--- src/rtl/fetch_pkg.sv ---
// Shared types and constants for the instruction-fetch stage.
package fetch_pkg;

    // Fetch sequencing: issue a read, wait out the memory, capture, present, or flush.
    typedef enum logic [2:0] {
        REQ,
        WAIT,
        DATA,
        HOLD,
        DRAIN
    } fetch_state_e;

    localparam logic [1:0]  ACCESS_WORD      = 2'b00;
    localparam logic        MEM_READ         = 1'b1;
    localparam logic [31:0] DEFAULT_START_PC = 32'h8002_0000;
    localparam logic [31:0] INSN_BYTES       = 32'd4;
    localparam logic [31:0] PC_ALIGN_MASK    = 32'hFFFF_FFFC;

endpackage

--- src/rtl/fetch_stage.sv ---
// Instruction-fetch stage: issues word reads at pc, captures the returned word,
// and presents it to decode over a valid/ready handshake. Redirects flush any
// read in flight. Optional macro FETCH_STALL_CNT_EN adds a saturating
// decode back-pressure counter on output stall_count.
module fetch_stage
    import fetch_pkg::*;
#(
    parameter logic [31:0] START_PC = DEFAULT_START_PC
) (
    input  logic        clk,
    input  logic        reset,
    output logic [31:0] mem_addr,
    output logic        mem_enable,
    output logic        mem_rd_wr,
    output logic [1:0]  mem_access_size,
    input  logic        mem_busy,
    input  logic [31:0] mem_data_out,
    input  logic        redirect_valid,
    input  logic [31:0] redirect_pc,
    output logic        insn_valid,
    input  logic        insn_ready,
    output logic [31:0] insn,
    output logic [31:0] insn_pc
`ifdef FETCH_STALL_CNT_EN
    ,
    output logic [31:0] stall_count
`endif
);

    fetch_state_e state_q, state_d;
    logic [31:0]  pc_q, pc_d;
    logic [31:0]  insn_q, insn_d;
    logic [31:0]  insn_pc_q, insn_pc_d;
    logic         insn_valid_q, insn_valid_d;

    // Fetch never writes and always moves single words.
    assign mem_rd_wr       = MEM_READ;
    assign mem_access_size = ACCESS_WORD;
    assign mem_addr        = pc_q;
    // The strobe is held off while reset is asserted so nothing is issued until reset has released.
    assign mem_enable      = (state_q == REQ) && !reset;

    assign insn_valid = insn_valid_q;
    assign insn       = insn_q;
    assign insn_pc    = insn_pc_q;

    // Next-state, pc and capture logic; a redirect overrides every other transition.
    always_comb begin
        // NOTE: every output of this block gets a default first so no path leaves it unassigned (no latch).
        state_d      = state_q;
        pc_d         = pc_q;
        insn_d       = insn_q;
        insn_pc_d    = insn_pc_q;
        insn_valid_d = insn_valid_q;

        case (state_q)
            REQ: begin
                state_d = WAIT;
            end
            WAIT: begin
                if (mem_busy) begin
                    state_d = DATA;
                end
            end
            DATA: begin
                insn_d       = mem_data_out;
                insn_pc_d    = pc_q;
                pc_d         = pc_q + INSN_BYTES;
                insn_valid_d = 1'b1;
                state_d      = HOLD;
            end
            HOLD: begin
                if (insn_valid_q && insn_ready) begin
                    insn_valid_d = 1'b0;
                    state_d      = REQ;
                end
            end
            DRAIN: begin
                if (!mem_busy) begin
                    state_d = REQ;
                end
            end
            default: begin
                state_d = REQ;
            end
        endcase

        if (redirect_valid) begin
            // Any capture this cycle is dropped and pc is not advanced.
            pc_d         = redirect_pc & PC_ALIGN_MASK;
            insn_d       = insn_q;
            insn_pc_d    = insn_pc_q;
            insn_valid_d = 1'b0;
            // A read may still be outstanding from REQ/WAIT/DRAIN; flush it before refetching.
            if (state_q == REQ || state_q == WAIT || state_q == DRAIN) begin
                state_d = DRAIN;
            end else begin
                state_d = REQ;
            end
        end
    end

    // State, pc and instruction registers with synchronous reset.
    always_ff @(posedge clk) begin
        // NOTE: non-blocking assignments so every register samples pre-edge values.
        if (reset) begin
            state_q      <= REQ;
            pc_q         <= START_PC;
            insn_q       <= '0;
            insn_pc_q    <= '0;
            insn_valid_q <= 1'b0;
        end else begin
            state_q      <= state_d;
            pc_q         <= pc_d;
            insn_q       <= insn_d;
            insn_pc_q    <= insn_pc_d;
            insn_valid_q <= insn_valid_d;
        end
    end

`ifdef FETCH_STALL_CNT_EN
    logic [31:0] stall_count_q, stall_count_d;

    // Count cycles where decode holds off a valid instruction; saturates, survives redirects.
    always_comb begin
        stall_count_d = stall_count_q;
        if (insn_valid_q && !insn_ready && (stall_count_q != 32'hFFFF_FFFF)) begin
            stall_count_d = stall_count_q + 32'd1;
        end
    end

    // Stall counter register.
    always_ff @(posedge clk) begin
        if (reset) begin
            stall_count_q <= '0;
        end else begin
            stall_count_q <= stall_count_d;
        end
    end

    assign stall_count = stall_count_q;
`endif

endmodule

--- config.mk ---
export PLATFORM = sky130hd
export DESIGN_NAME = fetch_stage
export DESIGN_NICKNAME = d
export VERILOG_FILES = /design/src/rtl/fetch_pkg.sv /design/src/rtl/fetch_stage.sv
export SDC_FILE = /design/constraint.sdc
export NUM_CORES = 1
export LEC_CHECK = 0
export CORE_MARGIN = 2
export CORE_UTILIZATION = 46
export CTS_BUF_LIST = sky130_fd_sc_hd__clkbuf_16
export CTS_CLUSTER_DIAMETER = 120
export DETAILED_ROUTE_END_ITERATION = 12
export DONT_BUFFER_PORTS = 1
export SETUP_SLACK_MARGIN = 0.5
export SYNTH_ARGS = -nofsm -noshare
export SYNTH_HDL_FRONTEND = slang
export SYNTH_SLANG_ARGS = --single-unit
--- constraint.sdc ---
create_clock -name clk -period 2.3 [get_ports clk]
set_input_delay 0.69 -clock clk [delete_from_list [all_inputs] [get_ports clk]]
set_output_delay 0.69 -clock clk [all_outputs]
set_load 0.03 [all_outputs]
==> results of run 1 <==
-- flip-flops by register name (all words and copies together), names as in the netlist --
| signal | cells |
|---|---|
| state_q | 3 |
| insn | 32 |
| mem_addr | 30 |
| insn_pc | 30 |
| insn_valid | 1 |
-- cell type report --
type / count / area (sq um)
fill: 780 / 3580
multi-input combinational: 365 / 2190
sequential: 96 / 1970
timing repair buffer: 46 / 400
clock buffer: 9 / 225
tap: 108 / 135
clock inverter: 6 / 92.6
inverter: 20 / 75.1
-- metrics by stage --
step,utilization [%],hold WS (ps),total power [mW],instance area (sq um)
after floorplan,-,518,2.02,4300
after global placement,51.0,535,2.03,4420
after detailed placement,51.0,540,2.04,4420
after CTS,57.1,405,3.64,4960
after global routing,58.7,402,3.73,5090
final,58.7,428,3.60,5090
-- worst paths after layout --
path	slack [ps]	depth (start not counted)	to	from
setup / recovery	350	7	mem_addr[13]	state_q[2]
hold / removal	430	1	state_q[1]	reset
setup reg to reg	350	7	mem_addr[13]	state_q[2]
hold reg to reg	500	1	state_q[2]	state_q[1]
-- synth_stat cells, drive strengths merged, types with 2 or more instances --
| cell | instances |
|---|---|
| o21a | 16 |
| clkbuf | 33 |
| conb | 2 |
| nand3 | 11 |
| inv | 20 |
| o21ai | 4 |
| mux2i | 6 |
| nand2 | 141 |
| dfxtp | 96 |
| a2111oi | 2 |
| a21oi | 85 |
| xnor2 | 12 |
| nand4 | 7 |
| xor2 | 16 |
| and3 | 3 |
| and4 | 4 |
| nor3b | 2 |
| nor2 | 14 |
| nor3 | 7 |
| buf | 11 |
| or3 | 3 |
| nor2b | 2 |
| nor4 | 12 |
| or4b | 2 |
-- kinds of logic (layout without fill, tap and decap cells) --
family                   Yosys count  after routing  synth area share (%)
AO/OA/AOI/OAI                    112            112                  15.2
XOR/XNOR                          28             28                  5.97
adder cells (fa/ha/maj)            1              1                 0.305
buffers and inverters             64             81                  6.98
flip-flops                        96             96                  46.8
multiplexers                       6              6                  1.46
other                              2              7                 0.183
AND/OR/NAND/NOR                  211            211                  23.1
-- what timing repair did --
item	4_1_cts	5_1_grt
resized for setup	24	21
cloned	0	0
setup buffers	13	5
pin swaps	15	13
endpoints found under the setup margin	23	87
-- routing by layer --
metal	track usage [%]	wire (um)	vias to the layer above	share of wire [%]
li1	-	-	1754	-
met5	0	0	-	0
met2	33.3	4910	118	47
met4	6.64	165	0	1.6
met3	8.23	964	16	9.3
met1	24.6	4320	1609	42
-- critical path, delay by kind of cell, from the launching register on --
kind,cells,cell delay (ps)
buffers and inverters,2,250
flip-flops,1,390
AND/OR/NAND/NOR,3,960
XOR/XNOR,1,80
AO/OA/AOI/OAI,1,160
-- report_power, final --
part / total [mW] / switching (mW) / leakage (nW) / internal, mW
combinational: 0.236 / 0.145 / 1.04 / 0.0905
sequential: 1.77 / 0.0720 / 0.790 / 1.70
clock: 1.59 / 0.639 / 0.156 / 0.955
==> results by group, run 1 <==
Global route
  – Initial antenna violation count: 0
  – First-pass GRT wire length: ~16000 um
  – Vias in the first global route: about 3300
  – Largest net degree at the start of global routing: a little under 100
  – Grt total ovfl: 0
  – Aggregate global-route resource usage: 20.4%

Yosys
  – Area fraction of the dominant cell type after synthesis: between 40% and 50%
  – Share of async-settable or async-resettable flops after synthesis: 0%
  – Synthesized area per cell: ~7.9 sq um
  – Synthesis-stage register bit count: 96
  – Cell area after synthesis: slightly above 4000 sq um
  – Number of library cell types mapped by synthesis: 37
  – Largest area contributor in the synthesized netlist: dfxtp_1
  – Most instantiated flip-flop cell in the synthesis netlist: dfxtp_1
  – Synth Instances: 520
  – Proportion of synthesized chip area in sequential cells: between 40% and 50%
  – Count of warnings emitted by yosys: 0
  – Top cells by area in the synthesized netlist: dfxtp_1, nand2_1, a21oi_1
  – Count of flip-flops with a built-in enable after synthesis: 0

Drt
  – Average detailed-routed wire length per instance: roughly 16 um
  – Drt pass-1 iters: 4
  – Routed via count divided by cell count: approximately 5.4
  – DRC marker count from the first detailed-route iteration: around 180
  – Total number of vias: about 3500
  – Detailed-route wire length: roughly 10000 um
  – Antenna viol nets, final: 0
  – Final routed DRC violation total: 0

Floorplan
  – # rows: 34
  – Floorplan die area: between 9000 and 10000 sq um
  – Horiz. Die Dim: between 90 and 100 um
  – Effective utilization at floorplan: a little under half
  – Vertical extent of the die: just under 100 um
  – Core area: between 8000 and 9000 sq um
  – Ports: 170

CTS
  – H-tree depth reported by CTS: 3
  – Cts hold-fix bufs: 0
  – TritonCTS Buffers: 9
  – CTS root buffer: clkbuf_16
  – Num Clock Sinks: 96
  – Clock tree from TritonCTS: built
  – Maximum buffer depth of the clock tree: 2
  – Clk_lat worst skew: roughly 330 ps
  – Clock transition at the registers of the reported paths: approximately 70 ps

Timing
  – Upper clock frequency limit: roughly 510 MHz
  – Worst setup skew after layout: roughly 4.3 ps
  – Unrepaired setup endpoints after global routing: yes
  – Slew headroom: between 60% and 70%
  – Slew at the pin closest to its max-slew limit: roughly 500 ps
  – Setup TNS after final layout: 0 ps
  – Number of endpoints failing setup at the final stage: 0
  – Number of slew-limit violations in the final report: 0
  – Minimum clock period: a little under 2000 ps
  – Least setup slack across all paths after layout: approximately 350 ps
  – Final period utilization: a little over four fifths
  – Final-report hold violation count: 0

Worst setup path
  – Crit-path slowest cell: or3b_4
  – Largest stage delay on the critical path: ~420 ps
  – Arrival time worst endpoint: ~2200 ps
  – Most frequent CP cell: buf_6
  – CP endpoint kind: flip-flop
  – Element type at the critical path start: flip-flop
  – Critical Path, Cell by Cell: or3b_4 -> buf_6 -> buf_6 -> or3_4 -> nor3_4 -> xor2_1 -> o21a_1
  – Crit path kind: reg -> reg
  – Required time of the critical path: about 2500 ps
  – Critical-path maximum fanout: 9

Final layout
  – Post-layout net count: 608
  – Number of cells in the finished layout apart from fillers: 650
  – Growth of design area from synthesis to finish: 24.0%
  – Most frequent standard cell in the layout excluding fill and tap cells: nand2_1
  – Most frequent cells in the layout: nand2_1, a21oi_1, dfxtp_1
  – Ratio of cells with drive above 1 in the final layout: a little over a fifth
  – ANT cells: 0

Power
  – Power density normalized to cell area: slightly above 700 nW/um^2
  – Highest ir drop seen on vdd: about 0.41 mV
  – Leakage power of the design: slightly below 2 nW

Run status
  – Outcome: completed

Job
  – Maxcap violations: 0

Placement
  – # port buffers: 0
  – Post-place setup slack: ~170 ps
  – Cells after DPL: just over 600
  – Routability-driven placement congestion ratio: 0.772
  – Estimated wirelength of the detail-placed design: approximately 7000 um

Worst hold path
  – Hold Path Class: in -> reg
(Power assumes the default switching activity.)
==> run 2: changes to the inputs <==
==> constraint.sdc (replaced) <==
create_clock -name clk -period 1.6 [get_ports clk]
set_input_delay 0.48 -clock clk [delete_from_list [all_inputs] [get_ports clk]]
set_output_delay 0.48 -clock clk [all_outputs]
set_load 0.03 [all_outputs]
==> run 2 against run 1 <==
The run now ends with negative setup slack left. Hold slack worse by 220 ps. Non-clock buffer count is 67 higher. Maximum frequency is 2.1% higher. Routed wire length is 43% higher. Core utilization is 24 points higher. Die area stayed put. Register-to-register slack worse by 660 ps. Flip-flop and latch count stayed put. Clock skew is 5.3 ps higher. Total power is 43% higher. Critical path type unchanged. Largest power group unchanged.
==> results by group, run 2 (synthesis gave the netlist of run 1 again) <==
Run status
  – Outcome: complete, but fails checks (was completed)
  – Violated checks: negative setup slack

Worst setup path
  – Worst Reg2Reg Path Length in Cells: 9 (was 7)
  – Critical-path maximum fanout: 6 (was 9)
  – Crit path kind: reg -> reg (unchanged)
  – Required time of the critical path: 1860 ps (was 2530 ps)
  – Element type at the critical path start: flip-flop (unchanged)
  – Arrival time worst endpoint: 2170 ps (was 2180 ps)
  – CP endpoint kind: flip-flop (unchanged)

Final layout
  – Number of cells in the finished layout apart from fillers: 719 (was 650)
  – Post-layout net count: 676 (was 608)
  – Most frequent standard cell in the layout excluding fill and tap cells: nand2_1 (unchanged)
  – Ratio of cells with drive above 1 in the final layout: 64.3% (was 21.4%)
  – Layout Utilization: 83.1% (was 58.7%)
  – Growth of design area from synthesis to finish: 75.5% (was 24.0%)
  – ANT cells: 0 (unchanged)
  – Combined flip-flop and latch cell area: 2230 sq um (was 1970 sq um)
  – Multi-input combinational cell area: 2990 sq um (was 2190 sq um)
  – Number of flip-flops in the largest register: 32 (unchanged)
  – Number of inserted filler cells in the final layout: 468 (was 780)
  – Most frequent cells in the layout: nand2_1, dfxtp_4, a21oi_2 (was nand2_1, a21oi_1, dfxtp_1)

Power
  – Highest ir drop seen on vdd: 0.651 mV (was 0.411 mV)
  – Leakage power of the design: 3.13 nW (was 1.99 nW)
  – PnR Total Power: 5.16 mW (was 3.60 mW)
  – Power density normalized to cell area: 716 nW/um^2 (was 707 nW/um^2)

Timing
  – Upper clock frequency limit: 523 MHz (was 512 MHz)
  – Minimum clock period: 1910 ps (was 1950 ps)
  – Number of endpoints failing setup at the final stage: 89 (was 0)
  – Final period utilization: 119% (was 84.8%)
  – Worst setup skew after layout: 9.58 ps (was 4.30 ps)
  – Unrepaired setup endpoints after global routing: yes (unchanged)
  – Final hold slack: 203 ps (was 428 ps)
  – Least setup slack across all paths after layout: -311 ps (was 349 ps)
  – Setup TNS after final layout: -18290 ps (was 0 ps)
  – Final-report hold violation count: 0 (unchanged)
  – Number of slew-limit violations in the final report: 0 (unchanged)

Floorplan
  – Core area: 8680 sq um (unchanged)
  – # rows: 34 (unchanged)
  – Vertical extent of the die: 98.5 um (unchanged)
  – Horiz. Die Dim: 98.5 um (unchanged)
  – Floorplan die area: 9700 sq um (unchanged)
  – Ports: 170 (unchanged)
  – Effective utilization at floorplan: 47.3% (unchanged)

Placement
  – Cells after DPL: 656 (was 617)
  – Estimated wirelength of the detail-placed design: 7450 um (was 6890 um)
  – # port buffers: 0 (unchanged)
  – Routability-driven placement congestion ratio: 0.787 (was 0.772)

Drt
  – Detailed-route wire length: 14900 um (was 10400 um)
  – Average detailed-routed wire length per instance: 20.7 um (was 15.9 um)
  – Total number of vias: 4159 (was 3497)
  – Final routed DRC violation total: 0 (unchanged)
  – Drt pass-1 iters: 5 (was 4)
  – DRC marker count from the first detailed-route iteration: 199 (was 178)
  – Antenna viol nets, final: 0 (unchanged)
  – Routed via count divided by cell count: 5.78 (was 5.38)

Worst hold path
  – Hold Crit Depth: 1 (unchanged)
  – Hold Path Class: in -> reg (unchanged)

CTS
  – CTS root buffer: clkbuf_16 (unchanged)
  – Clock transition at the registers of the reported paths: 70 ps (about the same)
  – Maximum buffer depth of the clock tree: 2 (unchanged)
  – Num Clock Sinks: 96 (unchanged)
  – Cts hold-fix bufs: 0 (unchanged)
  – Clock tree from TritonCTS: built (unchanged)
  – Clk_lat worst skew: 340 ps (was 330 ps)
  – H-tree depth reported by CTS: 3 (unchanged)
  – TritonCTS Buffers: 9 (unchanged)

Global route
  – Aggregate global-route resource usage: 25.7% (was 20.4%)
  – Largest net degree at the start of global routing: 98 (unchanged)
  – First-pass GRT wire length: 20000 um (was 16200 um)
  – Grt total ovfl: 0 (unchanged)
  – Vias in the first global route: 4017 (was 3332)
  – Initial antenna violation count: 0 (unchanged)

Job
  – Maxcap violations: 0 (unchanged)
[run 2: cell types whose count changed in the layout (fill, tap and decap cells not counted), sizes merged]
| cell | delta |
|---|---|
| inv | +3 |
| bufinv | -2 |
| clkinvlp | +1 |
| buf | +64 |
| nand2 | +1 |
| clkbuf | +3 |
| clkinv | -1 |
[run 2: worst paths after layout]
path                endpoint  startpoint  slack [ps]
setup / recovery    insn[28]  state_q[1]        -310
hold / removal    state_q[0]       reset         200
setup reg to reg    insn[28]  state_q[1]        -310
hold reg to reg   insn_pc[7]  insn_pc[7]         530
[run 2: layout make-up]
class / instances / area share, %
Inverter: 20 / 1.04
Timing Repair Buffer: 113 / 20.7
Sequential cell: 96 / 30.9
Clock inverter: 7 / 0.972
Clock buffer: 9 / 3.12
Tap cell: 108 / 1.87
Multi-Input combinational cell: 366 / 41.4
[run 2: metal layers]
metal	global-route usage, %	vias up	part of all wire, %
met3	7.09	41	6.9
met4	10.1	0	3.7
met5	0	-	0
li1	-	1914	-
met1	28.9	2010	36
met2	46.0	194	53
[run 2: stage by stage]
step           setup WS (ps)  instance area, sq um
3_5_place_dp            -240                  4740
3_3_place_gp            -225                  4740
6_report                -311                  7210
2_1_floorplan           -284                  4320
4_1_cts                 -211                  6150
5_1_grt                 -364                  7210
[run 2: timing repair]
action                     4_1_cts  5_1_grt
gates cloned                     5        4
resized for setup              263      211
setup endpoints to repair      188      189
buffers inserted                22       16
pin swaps                       48      115
[run 2: critical path, cell delays in order, from the launching register on]
cell	delay, ps
dfxtp_2	370
or3b_4	440
buf_6	140
buf_6	110
nor2_4	130
buf_8	180
buf_12	120
buf_16	130
nand2_4	60
a21oi_2	160
[run 2: power breakdown]
part	switching, mW	leakage, nW	internal (mW)
logic	0.349	2.15	0.285
clock network	1.01	0.144	1.10
registers	0.0747	0.844	2.34
total	1.43	3.13	3.73
==> run 3: changes to the inputs <==
--- a/config.mk
+++ b/config.mk
@@ -5,6 +5,8 @@
 export SDC_FILE = /design/constraint.sdc
 export NUM_CORES = 1
 export LEC_CHECK = 0
+export ABC_AREA = 1
+export CAP_MARGIN = 25
 export CORE_MARGIN = 2
 export CORE_UTILIZATION = 46
 export CTS_BUF_LIST = sky130_fd_sc_hd__clkbuf_16
==> run 3 against run 2 <==
The flow still finishes with violations (negative setup slack). Die area up 12%. Non-clock buffer count up 8. Global-route usage up 4.5 points. Final cell count up 24%. Routed wire length up 28%. Critical path type unchanged.
==> results by group, run 3 <==
CTS
  – Maximum buffer depth of the clock tree: 2 (unchanged)
  – Clock tree from TritonCTS: built (unchanged)
  – Clock transition at the registers of the reported paths: 70 ps (about the same)
  – Clk_lat worst skew: 340 ps (about the same)
  – Num Clock Sinks: 96 (unchanged)
  – Cts hold-fix bufs: 0 (unchanged)
  – TritonCTS Buffers: 9 (unchanged)
  – CTS root buffer: clkbuf_16 (unchanged)
  – H-tree depth reported by CTS: 3 (unchanged)

Worst hold path
  – Hold Path Class: in -> reg (unchanged)
  – Hold path startpoint: reset (unchanged)

Timing
  – Minimum clock period: 1650 ps (was 1910 ps)
  – Setup TNS after final layout: -67.7 ps (was -18290 ps)
  – Worst setup skew after layout: 7.17 ps (was 9.58 ps)
  – Final period utilization: 103% (was 119%)
  – Final-report hold violation count: 0 (unchanged)
  – Number of endpoints failing setup at the final stage: 5 (was 89)
  – Upper clock frequency limit: 607 MHz (was 523 MHz)
  – Unrepaired setup endpoints after global routing: yes (unchanged)
  – Number of slew-limit violations in the final report: 0 (unchanged)
  – Least setup slack across all paths after layout: -46.8 ps (was -311 ps)

Power
  – Leakage power of the design: 3.20 nW (was 3.13 nW)
  – Highest ir drop seen on vdd: 0.429 mV (was 0.651 mV)
  – Power density normalized to cell area: 676 nW/um^2 (was 716 nW/um^2)

Worst setup path
  – Element type at the critical path start: flip-flop (unchanged)
  – Reg-to-reg critical path startpoint: state_q[1] (unchanged)
  – Required time of the critical path: 1860 ps (about the same)
  – Arrival time worst endpoint: 1900 ps (was 2170 ps)
  – Crit path kind: reg -> reg (unchanged)
  – CP endpoint kind: flip-flop (unchanged)
  – Critical-path maximum fanout: 8 (was 6)
  – Beginning of the critical path: state_q[1] (unchanged)

Final layout
  – Number of flip-flops in the largest register: 32 (unchanged)
  – Most frequent standard cell in the layout excluding fill and tap cells: nand2_1 (unchanged)
  – Most frequent cells in the layout: nand2_1, dfxtp_4, a21oi_2 (unchanged)
  – Ratio of cells with drive above 1 in the final layout: 60.9% (was 64.3%)
  – Growth of design area from synthesis to finish: 71.7% (was 75.5%)
  – Layout Utilization: 81.4% (was 83.1%)
  – Number of cells in the finished layout apart from fillers: 891 (was 719)
  – ANT cells: 0 (unchanged)
  – Post-layout net count: 823 (was 676)

Yosys
  – Synthesis-stage register bit count: 96 (unchanged)
  – Number of library cell types mapped by synthesis: 44 (was 37)
  – Cell area after synthesis: 4610 sq um (was 4110 sq um)
  – Area fraction of the dominant cell type after synthesis: 41.7% (was 46.8%)
  – Top cells by area in the synthesized netlist: dfxtp_1, nand2_1, a21oi_1 (unchanged)
  – Synthesized area per cell: 7.04 sq um (was 7.90 sq um)
  – Synth Instances: 655 (was 520)
  – Proportion of synthesized chip area in sequential cells: 41.7% (was 46.8%)
  – Count of flip-flops with a built-in enable after synthesis: 0 (unchanged)
  – Cell types with the highest counts after synthesis: nand2_1, dfxtp_1, a21oi_1 (unchanged)
  – Largest area contributor in the synthesized netlist: dfxtp_1 (unchanged)
  – Most instantiated flip-flop cell in the synthesis netlist: dfxtp_1 (unchanged)
  – Most instantiated library cell after synthesis: nand2_1 (unchanged)
  – Share of async-settable or async-resettable flops after synthesis: 0% (unchanged)
  – Count of warnings emitted by yosys: 0 (unchanged)

Drt
  – Detailed-route wire length: 19000 um (was 14900 um)
  – DRC marker count from the first detailed-route iteration: 462 (was 199)
  – Final routed DRC violation total: 0 (unchanged)
  – Drt pass-1 iters: 5 (unchanged)
  – Routed via count divided by cell count: 5.82 (was 5.78)
  – Total number of vias: 5186 (was 4159)
  – Antenna viol nets, final: 0 (unchanged)
  – Average detailed-routed wire length per instance: 21.4 um (was 20.7 um)

Run status
  – Outcome: complete, but fails checks (unchanged)
  – Violated checks: negative setup slack (unchanged)

Global route
  – Vias in the first global route: 4897 (was 4017)
  – Largest net degree at the start of global routing: 73 (was 98)
  – Aggregate global-route resource usage: 30.1% (was 25.7%)
  – Initial antenna violation count: 0 (unchanged)
  – Grt total ovfl: 0 (unchanged)
  – First-pass GRT wire length: 26000 um (was 20000 um)

Floorplan
  – Vertical extent of the die: 104 um (was 98.5 um)
  – Floorplan die area: 10800 sq um (was 9700 sq um)
  – Core area: 9730 sq um (was 8680 sq um)
  – Horiz. Die Dim: 104 um (was 98.5 um)
  – # rows: 36 (was 34)
  – Effective utilization at floorplan: 47.4% (was 47.3%)
  – Ports: 170 (unchanged)

Placement
  – Routability-driven placement congestion ratio: 0.890 (was 0.787)
  – Cells after DPL: 794 (was 656)
  – # port buffers: 0 (unchanged)
  – Estimated wirelength of the detail-placed design: 9500 um (was 7450 um)

Job
  – Maxcap violations: 0 (unchanged)
run 3: cells by family after synthesis:
family / Yosys count / synth area share (%)
simple gates: 336 / 32.6
compound gates: 127 / 15.0
flops: 96 / 41.7
buf+inv: 89 / 9.39
xor+xnor: 4 / 0.923
other cells: 2 / 0.163
fa+ha+maj: 1 / 0.271
run 3: final timing paths:
kind / endpoint / slack [ps] / cells past startpoint
setup / recovery: mem_addr[10] / -50 / 9
hold / removal: insn[14] / 190 / 1
setup reg to reg: mem_addr[10] / -50 / 9
hold reg to reg: insn[23] / 530 / 2
run 3: what timing repair did:
action,4_1_cts,5_1_grt
gates cloned,7,5
resized for setup,328,163
buffers inserted,55,14
endpoints found under the setup margin,188,190
pin swaps,43,55
run 3: cell type report:
class                   count  area, sq um
multi-input cells         475         3360
flip-flops and latches     96         2270
fillers                   556         1810
repair buffers            121         1590
clock buffers              10          250
inverters                  50          233
well taps                 133          166
clock inverters             6         40.0
run 3: stage by stage:
| stage | setup slack [ps] | cell area (sq um) | total power [mW] | hold WS, ps |
|---|---|---|---|---|
| 4_1_cts | -8.43 | 7070 | 5.26 | 181 |
| 5_1_grt | -79.5 | 7920 | 5.55 | 171 |
| 3_5_place_dp | 65.2 | 5190 | 3.10 | 471 |
| 3_3_place_gp | 111 | 5190 | 3.09 | 465 |
| 2_1_floorplan | -38.8 | 4990 | 3.01 | 536 |
| 6_report | -46.8 | 7920 | 5.35 | 191 |
run 3: critical path: stages, from the launching register on:
cell      delay (ps)
dfxtp_4          370
buf_6             90
buf_6            100
nand4_4          150
buf_12           190
inv_16            70
buf_12           160
buf_8            130
nand3b_1         110
a31oi_1          170
run 3: where the power goes:
group / total (mW) / switching, mW / internal, mW
Clock: 2.12 / 0.971 / 1.15
Combinational: 0.701 / 0.397 / 0.304
Sequential: 2.53 / 0.185 / 2.34
Total: 5.35 / 1.55 / 3.80
run 3: per-layer routing:
metal / routed length, um / GRT usage [%] / vias to the layer above
met5: 0 / 0 / -
met3: 1740 / 9.21 / 76
met2: 9390 / 49.6 / 312
met4: 729 / 9.46 / 0
li1: - / - / 2324
met1: 7160 / 37.9 / 2474
